===== config.mk =====
export PLATFORM = sky130hd
export DESIGN_NAME = floating_divider
export DESIGN_NICKNAME = d
export VERILOG_FILES = /design/src/rtl/fp_div_pkg.sv /design/src/rtl/fp_mant_divider.sv /design/src/rtl/floating_divider.sv
export SDC_FILE = /design/constraint.sdc
export NUM_CORES = 1
export LEC_CHECK = 0
export ABC_CLOCK_PERIOD_IN_PS = 5700
export BUFFER_PORTS_ARGS = -buffer_cell sky130_fd_sc_hd__buf_2
export CORE_UTILIZATION = 62
export CTS_BUF_LIST = sky130_fd_sc_hd__clkbuf_8
export CTS_CLUSTER_DIAMETER = 60
export DETAILED_ROUTE_END_ITERATION = 8
export MAX_ROUTING_LAYER = met4
export PLACE_DENSITY = 0.89
export SYNTH_ARGS = -nofsm -noshare
export SYNTH_HDL_FRONTEND = slang
export SYNTH_SLANG_ARGS = --single-unit
export TNS_END_PERCENT = 30

===== constraint.sdc =====
create_clock -name CLK -period 5.7 [get_ports CLK]
set_input_delay 1.14 -clock CLK [delete_from_list [all_inputs] [get_ports CLK]]
set_output_delay 1.14 -clock CLK [all_outputs]
set_load 0.01 [all_outputs]

===== src/rtl/fp_div_pkg.sv =====
// fp_div_pkg: shared binary32 field layout, constants, state and operand-class types for the divider
package fp_div_pkg;
  typedef enum logic [1:0] {IDLE, SPECIAL, DIVIDE, ROUND} state_t;
  typedef enum logic [1:0] {CL_ZERO, CL_NORM, CL_INF, CL_NAN} fclass_t;
  localparam int SIGN = 31;
  localparam int EXP_HI = 30;
  localparam int EXP_LO = 23;
  localparam int EXP_W = 8;
  localparam int FRAC_HI = 22;
  localparam int FRAC_W = 23;
  localparam int BIAS = 127;
  localparam logic [31:0] QNAN = 32'h7FC0_0000;
  localparam int EXP_MAX = 255;
  localparam int QBITS = 26;
  // zero exponent flushes denormals to zero; all-ones exponent splits inf/NaN on the fraction
  function automatic fclass_t fp_class(input logic [31:0] x);
    return x[EXP_HI:EXP_LO] == '0 ? CL_ZERO :
           x[EXP_HI:EXP_LO] != EXP_W'(EXP_MAX) ? CL_NORM :
           x[FRAC_HI:0] == '0 ? CL_INF : CL_NAN;
  endfunction
endpackage


===== src/rtl/fp_mant_divider.sv =====
// fp_mant_divider: restoring mantissa divider producing one quotient bit per cycle, MSB first
module fp_mant_divider
  import fp_div_pkg::*;
(
  input  logic             CLK,
  input  logic             RST,
  input  logic             load,
  input  logic [QBITS-1:0] ma,
  input  logic [QBITS-1:0] mb,
  output logic [QBITS-1:0] q,
  output logic             sticky,
  output logic             last
);
  logic [QBITS-1:0] r_rem;
  logic [QBITS-1:0] r_q;
  logic [4:0]       r_cnt;
  logic             r_run;
  logic             w_ge;
  assign w_ge = r_rem >= mb;
  assign last = r_run && r_cnt == 5'(QBITS - 1);
  assign q = r_q;
  assign sticky = r_rem != '0;
  // one subtract-or-keep step per cycle; the remainder stays below 2*mb so it never overflows
  always_ff @(posedge CLK) begin
    if (RST) begin
      r_rem <= '0;
      r_q <= '0;
      r_cnt <= '0;
      r_run <= 1'b0;
    end else if (load) begin
      r_rem <= ma;
      r_q <= '0;
      r_cnt <= '0;
      r_run <= 1'b1;
    end else if (r_run) begin
      r_rem <= (w_ge ? r_rem - mb : r_rem) << 1;
      r_q <= {r_q[QBITS-2:0], w_ge};
      r_cnt <= last ? '0 : r_cnt + 5'd1;
      r_run <= !last;
    end
  end
endmodule


===== src/rtl/floating_divider.sv =====
// floating_divider: sequential binary32 divider with start/busy/done handshake and round-to-nearest-even
module floating_divider
  import fp_div_pkg::*;
(
  input  logic        CLK,
  input  logic        RST,
  input  logic        start,
  input  logic [31:0] a,
  input  logic [31:0] b,
  output logic        busy,
  output logic        done,
  output logic [31:0] c,
  output logic        invalid,
  output logic        div_by_zero,
  output logic        overflow,
  output logic        underflow
);
  state_t             r_state, w_next;
  logic [31:0]        r_a, r_b, r_c;
  logic [QBITS-1:0]   r_mb;
  logic signed [9:0]  r_e;
  logic               r_done, r_inv, r_dbz, r_ovf, r_unf;
  logic               w_accept, w_normal, w_d, w_sign, w_last, w_sticky;
  logic [QBITS-1:0]   w_ma, w_mb, w_q;
  logic signed [9:0]  w_e, w_er;
  fclass_t            w_ca, w_cb;
  logic               w_inv, w_dbz, w_spec_inf, w_inc, w_carry, w_ovf, w_unf;
  logic [23:0]        w_sum;
  logic [31:0]        w_spec_c, w_round_c;
  assign w_accept = r_state == IDLE && start;
  assign w_normal = fp_class(a) == CL_NORM && fp_class(b) == CL_NORM;
  assign w_d = a[FRAC_HI:0] < b[FRAC_HI:0];
  assign w_ma = w_d ? {1'b0, 1'b1, a[FRAC_HI:0], 1'b0} : {2'b00, 1'b1, a[FRAC_HI:0]};
  assign w_mb = {2'b00, 1'b1, b[FRAC_HI:0]};
  assign w_e = $signed({2'b00, a[EXP_HI:EXP_LO]}) - $signed({2'b00, b[EXP_HI:EXP_LO]})
             + 10'sd127 - $signed({9'd0, w_d});
  fp_mant_divider u_mant (
    .CLK   (CLK),
    .RST   (RST),
    .load  (w_accept && w_normal),
    .ma    (w_ma),
    .mb    (r_mb),
    .q     (w_q),
    .sticky(w_sticky),
    .last  (w_last)
  );
  assign w_sign = r_a[SIGN] ^ r_b[SIGN];
  assign w_ca = fp_class(r_a);
  assign w_cb = fp_class(r_b);
  assign w_inv = w_ca == CL_NAN || w_cb == CL_NAN || (w_ca == CL_ZERO && w_cb == CL_ZERO)
               || (w_ca == CL_INF && w_cb == CL_INF);
  assign w_spec_inf = !w_inv && (w_ca == CL_INF || (w_cb == CL_ZERO));
  assign w_dbz = !w_inv && w_ca != CL_INF && w_cb == CL_ZERO;
  assign w_spec_c = w_inv ? QNAN : w_spec_inf ? {w_sign, 8'hFF, 23'd0} : {w_sign, 31'd0};
  assign w_inc = w_q[1] & (w_q[0] | w_sticky | w_q[2]);
  assign w_sum = w_q[QBITS-1:2] + 24'(w_inc);
  assign w_carry = w_q[QBITS-1] & !w_sum[23];
  assign w_er = r_e + $signed({9'd0, w_carry});
  assign w_ovf = w_er >= 10'sd255;
  assign w_unf = w_er <= 10'sd0;
  assign w_round_c = w_ovf ? {w_sign, 8'hFF, 23'd0} : w_unf ? {w_sign, 31'd0}
                   : {w_sign, w_er[7:0], w_sum[FRAC_HI:0]};
  // state register
  always_ff @(posedge CLK) begin
    if (RST) r_state <= IDLE;
    else r_state <= w_next;
  end
  // next-state: normal operands iterate then round, everything else takes the one-cycle special path
  always_comb begin
    w_next = r_state;
    case (r_state)
      IDLE:    w_next = start ? (w_normal ? DIVIDE : SPECIAL) : IDLE;
      SPECIAL: w_next = IDLE;
      DIVIDE:  w_next = w_last ? ROUND : DIVIDE;
      ROUND:   w_next = IDLE;
      default: w_next = IDLE;
    endcase
  end
  // operand capture at accept, result and flag registration at the end of either path
  always_ff @(posedge CLK) begin
    if (RST) begin
      r_a <= '0;
      r_b <= '0;
      r_mb <= '0;
      r_e <= '0;
      r_c <= '0;
      r_done <= 1'b0;
      {r_inv, r_dbz, r_ovf, r_unf} <= '0;
    end else begin
      r_done <= 1'b0;
      if (w_accept) begin
        r_a <= a;
        r_b <= b;
        r_mb <= w_mb;
        r_e <= w_e;
        {r_inv, r_dbz, r_ovf, r_unf} <= '0;
      end
      if (r_state == SPECIAL) begin
        r_c <= w_spec_c;
        r_done <= 1'b1;
        r_inv <= w_inv;
        r_dbz <= w_dbz;
      end
      if (r_state == ROUND) begin
        r_c <= w_round_c;
        r_done <= 1'b1;
        r_ovf <= w_ovf;
        r_unf <= !w_ovf && w_unf;
      end
    end
  end
  assign busy = r_state != IDLE;
  assign done = r_done;
  assign c = r_c;
  assign invalid = r_inv;
  assign div_by_zero = r_dbz;
  assign overflow = r_ovf;
  assign underflow = r_unf;
endmodule

Word level (Yosys, flattened, before mapping)
Cells that the tools add are included.
{"block": "totals", "reg_bits": 195, "input_bits": 67, "out_inout_bits": 38, "elab_cells": 119}
{"block": "op_classes", "addsub": 7, "order_cmp": 4, "eq_ne": 15, "n_mux": 36, "bitwise_logic": 5, "reduce_logical": 37}
{"op": "two-way mux 32 bit", "count": 3}
{"op": "two-way mux 31 bit", "count": 3}
{"op": "logical NOT 23 bit", "count": 4}
{"op": "two-way mux 26 bit", "count": 2}
{"op": "two-way mux 25 bit", "count": 2}
{"op": "logical NOT 8 bit", "count": 4}
{"op": "!= test 8 bit, second input constant", "count": 4}
{"op": ">= comparator 26 x 24 -> 1 bit", "count": 1}
{"op": "nonzero test 26 bit", "count": 1}
{"op": "subtractor 25 x 24 -> 25 bit", "count": 1}
{"op": "adder 24 x 1 -> 24 bit", "count": 1}
{"op": "< comparator 23 bit", "count": 1}
{"op": "two-way mux 2 bit", "count": 10}
{"op": "two-way mux 1 bit", "count": 14}
{"op": "== test 2 bit, second input constant", "count": 6}
{"op": "adder 10 x 2 -> 10 bit", "count": 1}
{"op": "adder 9 x 8 -> 10 bit, second input constant", "count": 1}
{"op": ">= comparator 10 x 9 -> 1 bit, second input constant", "count": 1}
{"op": "<= comparator 10 x 1 -> 1 bit, second input constant", "count": 1}
{"op": "logical AND 1 bit", "count": 10}
{"op": "nonzero test 2 bit", "count": 5}
{"op": "subtractor 10 x 2 -> 10 bit", "count": 1}
{"op": "subtractor 8 x 8 -> 9 bit", "count": 1}
{"op": "== test 2 x 1 -> 1 bit, second input constant", "count": 3}
{"op": "12 further kinds", "count": 23}

Longest topological paths before layout
Gate-level depths: netlist of the first run.
{"block": "depth", "depth_word": 14, "mapped_depth": 20, "mapped_depth_nobuf": 19}

Hierarchy
Synthesis of the first run repeated with hierarchy kept, for this count alone.
{"block": "unflattened", "cells_unflattened": 1306, "area_unflattened_um2": 10390.0}
{"module": "floating_divider", "instances": 1, "cells_per_inst": 817, "area_each_um2": 6456.2, "seq_area_each_um2": 2282.2}
{"module": "fp_mant_divider", "instances": 1, "cells_per_inst": 489, "area_each_um2": 3933.8, "seq_area_each_um2": 1161.1}

Worst setup path before layout of the first run
No wires, ideal clock.
{"block": "synth_path", "path_type": "input to register", "start": "input b[12]", "end": "register r_e[7]", "setup_ns": 0.132, "t_arrival_ns": 4.161, "required_ns": 5.568, "path_slack_ns": 1.406, "cell_stages": 18, "n_path_buf": 1, "cell_sequence": "inv_1 ha_1 a21o_1 a211oi_1 o211ai_1 a211oi_1 nand2_2 buf_4 ha_1 ha_1 fa_1 a21oi_1 o21bai_1 a21oi_1 nor2_1 or3_1 nand3_1 a21oi_1"}
{"block": "synth_between", "elab_chain_cells": 2}
{"item": "start: declaration", "line_no": "floating_divider.sv:9", "rtl": "input logic [31:0] b,"}
{"item": "< comparator 23 bit", "line_no": "floating_divider.sv:32", "rtl": "assign w_d = a[FRAC_HI:0] < b[FRAC_HI:0];"}
{"item": "subtractor 10 x 2 -> 10 bit", "line_no": "floating_divider.sv:36", "rtl": "+ 10'sd127 - $signed({9'd0, w_d});"}
{"item": "end signal: assignment", "line_no": "floating_divider.sv:95", "rtl": "r_e <= w_e;"}
{"item": "end: declaration", "line_no": "floating_divider.sv:21", "rtl": "logic signed [9:0] r_e;"}
Every way passes these cells.
A chain may end at the register's enable or synchronous reset.

Worst setup path after layout of the first run
{"block": "layout_path", "start": "register u_mant.r_q[2], in the netlist u_mant.q[2]", "end": "register r_c[22], in the netlist c[22]"}
{"block": "layout_between", "elab_chain_cells": 10, "word_cells_on_any_way": 11, "cone_classes": "2 x add/sub; 2 x order compare; 3 x mux; 3 x bitwise; 1 x reduce/logical"}
{"item": "start: declaration", "line_no": "fp_mant_divider.sv:15", "rtl": "logic [QBITS-1:0] r_q;"}
{"item": "start signal: assignment", "line_no": "fp_mant_divider.sv:37", "rtl": "r_q <= {r_q[QBITS-2:0], w_ge};"}
{"item": "bitwise OR 1 bit", "line_no": "floating_divider.sv:55", "rtl": "assign w_inc = w_q[1] & (w_q[0] | w_sticky | w_q[2]);"}
{"item": "bitwise AND 1 bit", "line_no": "floating_divider.sv:55"}
{"item": "adder 24 x 1 -> 24 bit *", "line_no": "floating_divider.sv:56", "rtl": "assign w_sum = w_q[QBITS-1:2] + 24'(w_inc);"}
{"item": "logical NOT 1 bit", "line_no": "floating_divider.sv:57", "rtl": "assign w_carry = w_q[QBITS-1] & !w_sum[23];"}
{"item": "bitwise AND 1 bit", "line_no": "floating_divider.sv:57"}
{"item": "adder 10 x 2 -> 10 bit", "line_no": "floating_divider.sv:58", "rtl": "assign w_er = r_e + $signed({9'd0, w_carry});"}
{"item": "<= comparator 10 x 1 -> 1 bit", "line_no": "floating_divider.sv:60", "rtl": "assign w_unf = w_er <= 10'sd0;"}
{"item": "two-way mux 31 bit", "line_no": "floating_divider.sv:61", "rtl": "assign w_round_c = w_ovf ? {w_sign, 8'hFF, 23'd0} : w_unf ? {w_sign, 31'd0}"}
{"item": "two-way mux 31 bit *", "line_no": "floating_divider.sv:61"}
{"item": "two-way mux 32 bit *", "line_no": "floating_divider.sv:104", "rtl": "if (r_state == ROUND) begin"}
{"item": "end signal: assignment", "line_no": "floating_divider.sv:99", "rtl": "r_c <= w_spec_c;"}
{"item": "end signal: assignment", "line_no": "floating_divider.sv:105", "rtl": "r_c <= w_round_c;"}
{"item": "end: declaration", "line_no": "floating_divider.sv:19", "rtl": "logic [31:0] r_a, r_b, r_c;"}
Every way passes the cells marked *; elsewhere a longest branch is shown, timed or not.

==> flow_summary.json, run 1 <==
{
  "status": "completed",
  "clk_pin_slew_worst_paths_ps": 110,
  "grt_pass1_vias": 9259,
  "wl_mm": 27.2,
  "worstSetupPathType": "reg -> reg",
  "utilization_pct": 70.3,
  "synth_cell_types": 72,
  "cp_max_fo": 23,
  "powerDensity_nw_per_um2": 296,
  "cts_buffer_depth": 2,
  "synthFlopType": "dfxtp_1",
  "io_buffers": 104,
  "fin_nets": 1529,
  "max_cap_viol_count": 0,
  "skew_ps": 22.0,
  "drtIter0Drc": 771,
  "cts_buffers": 17,
  "avgSynthCellArea_um2": 7.76,
  "n_antenna_cell": 0,
  "die_h_um": 131,
  "rows": 46,
  "fmax_mhz": 216,
  "critPathLaunchType": "register",
  "fp.dieArea_um2": 17100,
  "coreArea_um2": 16100,
  "leakagePower_nw": 4.92,
  "final_common_cell": "nand2_1",
  "yosysSeqAreaShare_pct": 33.4,
  "worstSetupStartpoint": "u_mant.q[2]",
  "power_mw": 3.34,
  "maxSlewHeadroom_pct": 32.2,
  "synth_area_um2": 10300,
  "slew_violations": 0,
  "r2r-start": "u_mant.q[2]",
  "track_usage_pct": 33.7,
  "grt_overflow": 0,
  "worstSkewPairLatency_ps": 490,
  "synthToLayoutAreaGrowth_pct": 9.59,
  "critPathCaptureType": "register",
  "grt_max_degree": 95,
  "synth_top_area_share_pct": 33.4,
  "hpwl_mm": 19.3,
  "ios": 105,
  "finalSetupTns_ps": 0,
  "rsz0062_at_grt": "false",
  "cts_tree": "done",
  "viasPerCell": 6.03,
  "gp_congestion": 0.951,
  "die_w_um": 131,
  "wire_per_inst_um": 16.8,
  "hold_class": "reg -> reg",
  "initial_core_util_pct": 64.2,
  "yosysWarnings": 0,
  "hold_violations": 0,
  "ys_ff_latch": 172,
  "htreeDepth": 4,
  "syn_nets": 1465,
  "n_fill_cell": 1227,
  "cts.repair.resized": 0,
  "min_period_ps": 4630,
  "required_ps": 6120,
  "synth_edf_count": 0,
  "ctsRootBufferMaster": "clkbuf_8",
  "antenna_found_initial": 0,
  "async_reset_ff_share_pct": 0,
  "synth_area_leaders": "dfxtp_1 (33%), ha_1 (8.1%), a21oi_1 (8.0%)",
  "final_cell_mix": "nand2_1 (216), dfxtp_1 (171), a21oi_1 (164), nor2_1 (113), buf_2 (103)",
  "drt-pass1-iter-count": 6,
  "hp-start": "r_a[11]",
  "yosysTopAreaCell": "dfxtp_1",
  "cts_setup_buffers": 0,
  "ctsHoldBuffers": 0,
  "route.vias.total": 9779,
  "syn_inst": 1328,
  "vdd_drop_max_uv": 215,
  "cts.sinks": 172,
  "drc": 0,
  "setup_violations": 0,
  "arrival_ps": 5040,
  "grt_pass1_wl_mm": 44.0,
  "tightest_slew_ps": 1010,
  "drive_gt1_share_pct": 12.0,
  "fin_crit_sh_pct": 81.2,
  "ant_nets": 0
}
[power breakdown]
group | switching, mW | leakage [nW] | internal [mW]
Clock | 0.577 | 0.217 | 0.350
Combinational | 0.622 | 3.30 | 0.442
Sequential | 0.0785 | 1.40 | 1.27
[critical path: stages, from the launching register on]
cell and delay, ps:
dfxtp_1 420, and3_1 230, nand3_1 90, nor2_1 230, and4_1 350, nand4_1 210, nor3_1 240, ha_1 220
ha_1 340, nand3_1 160, nor2_1 150, xnor2_1 190, o41ai_1 130, a21oi_1 560, and2b_1 700, nand2_1 110
a211oi_1 240
[layer usage]
metal  wire, µm  share of wire (%)  vias up  GRT usage (%)
met1      11300                 41     4531           39.7
met4       1150                4.2        0           17.3
met5          0                  0        -              -
met2      12700                 47      438           54.5
li1           -                  -     4709              -
met3       2110                7.8      101           6.60
[cell type report]
cell class	count	area, µm²	share of cell area [%]
inverter	79	297	2.63
timing repair buffer	112	583	5.16
sequential	172	3440	30.5
clock buffer	17	234	2.07
clock inverter	15	206	1.83
multi-input combinational	1010	6260	55.4
tap	216	270	2.39
[path summary, 6_finish.rpt]
kind | cells past startpoint | endpoint | slack, ps
max | 16 | c[22] | 1070
max reg2reg | 16 | c[22] | 1070
min reg2reg | 2 | r_a[11] | 460
min | 2 | r_a[11] | 460
[cell families (layout without fill, tap and decap cells)]
logic type	after synthesis	after routing	share of synthesized area (%)
flops	172	172	33.4
compound gates	313	313	18.5
mux	57	57	5.61
simple gates	506	506	22.5
buf+inv	146	223	5.89
fa+ha+maj	70	70	8.72
xor+xnor	64	64	5.44
[cell usage after synthesis (3+ instances only)]
cell type and n:
buf_4 3, nand2_1 217, xnor2_1 36, mux2_2 6
and2_1 9, a21o_1 17, inv_1 79, nand3_1 36
a211oi_1 7, a221oi_1 4, o21bai_1 8, nand4_1 19
nor3_1 15, nor2_1 113, o211ai_1 4, buf_1 6
a21oi_1 164, or3_1 4, o31ai_1 6, o31a_1 4
buf_6 5, nand2b_1 6, ha_1 67, xor2_1 28
mux2i_1 51, a21boi_0 3, o21a_1 19, clkbuf_1 45
o21ai_0 32, or4_1 4, nor2b_1 35, fa_1 3
nor4_1 23, and3_1 9, a31oi_1 14, dfxtp_1 172
or2_2 3, buf_2 8, o22ai_1 4
[flip-flops by register name, indices dropped and copies added, names as in the netlist]
signal        count
c                32
r_a              32
r_b              32
u_mant.q         26
u_mant.r_rem     26
r_e              10
u_mant.r_cnt      5
r_state           2
div_by_zero       1
done              1
invalid           1
overflow          1
r_mb              1
u_mant.r_run      1
underflow         1
[through the flow]
stage          area (µm²)  std cells  setup WS [ps]  hold slack [ps]
2_1_floorplan       10300       1328           1410              436
3_3_place_gp        10900       1589           1280              443
3_5_place_dp        10900       1589           1140              446
4_1_cts             11300       1621           1110              461
5_1_grt             11300       1621            659              481
6_report            11300       1621           1070              461
(Power assumes the default switching activity.)
==> run 2: changes to the inputs <==
--- a/config.mk
+++ b/config.mk
@@ -5,7 +5,7 @@
 export SDC_FILE = /design/constraint.sdc
 export NUM_CORES = 1
 export LEC_CHECK = 0
-export ABC_CLOCK_PERIOD_IN_PS = 5700
+export ABC_CLOCK_PERIOD_IN_PS = 4490
 export BUFFER_PORTS_ARGS = -buffer_cell sky130_fd_sc_hd__buf_2
 export CORE_UTILIZATION = 62
 export CTS_BUF_LIST = sky130_fd_sc_hd__clkbuf_8
==> constraint.sdc (replaced) <==
create_clock -name CLK -period 4.49 [get_ports CLK]
set_input_delay 0.898 -clock CLK [delete_from_list [all_inputs] [get_ports CLK]]
set_output_delay 0.898 -clock CLK [all_outputs]
set_load 0.01 [all_outputs]
==> run 2 against run 1 <==
Effect of this change: count of clock-buffer cells in the layout stayed put; worst hold slack worse by 3.4 ps; final cell count is 0.31% higher; total power is 25% higher; fmax is 13% higher; critical path depth is 1 higher; core utilization hardly changed; via count is 0.13% lower; register-to-register slack worse by 690 ps; final area hardly changed; setup slack worse by 690 ps; sequential cell count stayed put; largest cell class unchanged.
==> flow_summary.json, run 2 (synthesized netlist as in run 1, its figures left out) <==
{
  "finalSetupTns_ps": 0,
  "required_ps": 4850,
  "multi_input_area_um2": 6260,
  "dpl_worst_slack_ps": 255,
  "final_cell_mix": "nand2_1 (216), dfxtp_1 (171), a21oi_1 (164), nor2_1 (113), buf_2 (103)",
  "fp.dieArea_um2": 17100,
  "drc": 0,
  "cts.sinks": 172,
  "hold_violations": 0,
  "ctsHoldBuffers": 0,
  "powerDensity_nw_per_um2": 368,
  "grt_pass1_vias": 9064,
  "tightest_slew_ps": 871,
  "drive_gt1_share_pct": 12.3,
  "die_w_um": 131,
  "fin_crit_sh_pct": 91.5,
  "ios": 105,
  "status": "completed",
  "holdWs_ps": 458,
  "max_cap_viol_count": 0,
  "cts_tree": "done",
  "hpwl_mm": 19.0,
  "critPathCaptureType": "register",
  "fin_nets": 1533,
  "synthToLayoutAreaGrowth_pct": 9.57,
  "worstSkewPairLatency_ps": 490,
  "grt_max_degree": 85,
  "place_inst": 1593,
  "rsz0062_at_grt": "false",
  "ant_nets": 0,
  "leakagePower_nw": 4.92,
  "arrival_ps": 4470,
  "worstSetupPathType": "reg -> reg",
  "grt_pass1_wl_mm": 43.3,
  "maxSlewHeadroom_pct": 41.9,
  "hold_class": "reg -> reg",
  "viasPerCell": 6.01,
  "io_buffers": 104,
  "fmax_mhz": 243,
  "finalWorstSetupSlack_ps": 380,
  "skew_ps": 14.0,
  "ff_latch_area_um2": 3440,
  "final_common_cell": "nand2_1",
  "drt-pass1-iter-count": 7,
  "gp_congestion": 0.958,
  "wl_mm": 26.6,
  "wire_per_inst_um": 16.3,
  "critPathLaunchType": "register",
  "slew_violations": 0,
  "drtIter0Drc": 687,
  "htreeDepth": 4,
  "route.vias.total": 9766,
  "vdd_drop_max_uv": 371,
  "track_usage_pct": 33.6,
  "clk_pin_slew_worst_paths_ps": 110,
  "n_fill_cell": 1259,
  "cts_buffers": 17,
  "fin_cells": 1626,
  "setup_violations": 0,
  "ctsRootBufferMaster": "clkbuf_8",
  "cts_buffer_depth": 2,
  "coreArea_um2": 16100,
  "antenna_found_initial": 1,
  "min_period_ps": 4110,
  "initial_core_util_pct": 64.2,
  "rows": 46,
  "cp_max_fo": 23,
  "grt_overflow": 0,
  "die_h_um": 131
}
[run 2: changes by cell type in the layout (fill, tap and decap cells not counted), moves of 2 or more]
cell      previous run  this run
buf_4                9        13
clkinv_4             0         2
clkinv_8             7         3
inv_12               2         0
inv_8                3         6
[run 2: stage by stage]
step | cell area (µm²) | power [mW] | utilization (%)
after detailed placement | 10900 | 3.05 | 67.8
final | 11300 | 4.16 | 70.3
after floorplan | 10300 | 2.78 | -
after global routing | 11300 | 4.38 | 70.3
after global placement | 10900 | 3.02 | 67.8
after CTS | 11300 | 4.14 | 70.3
[run 2: cell type report]
cell class                 count  share of cell area, %
sequential                   172                   30.5
clock buffer                  17                   2.07
timing repair buffer         116                   5.43
antenna                        1                 0.0222
tap                          216                   2.39
multi-input combinational   1010                   55.5
clock inverter                15                   1.50
inverter                      79                   2.63
[run 2: repair_timing]
action / in CTS / in global routing
buffers inserted: 0 / 0
resized for setup: 0 / 1
endpoints found under the setup margin: 0 / 1
[run 2: per-layer routing]
layer | wire length, µm | track usage [%]
met5 | 0 | -
met4 | 1180 | 17.6
met3 | 1940 | 8.31
met2 | 12400 | 55.0
met1 | 11000 | 37.8
[run 2: path summary, 6_finish.rpt]
kind,from,end,slack (ps),depth (start not counted)
worst min-delay path,r_a[11],r_a[11],460,2
worst max register to register,u_mant.q[1],c[4],380,17
worst min register to register,r_a[11],r_a[11],460,2
worst max-delay path,u_mant.q[1],c[4],380,17
[run 2: where the power goes]
group	leakage, nW	internal, mW	switching (mW)
logic	3.31	0.562	0.775
clock network	0.206	0.426	0.678
registers	1.40	1.61	0.107
[run 2: worst max-delay path, cell delays in order, from the launching register on]
cell and delay (ps):
dfxtp_1 420, and3_1 230, nand3_1 90, nor2_1 230, and4_1 350, nand4_1 190
nor3_1 270, ha_1 240, ha_2 280, nand3_1 140, nor2_1 150, xnor2_1 130
o41ai_1 470, a21oi_1 150, and2b_1 180, buf_4 210, a21oi_1 190, nor2_1 60
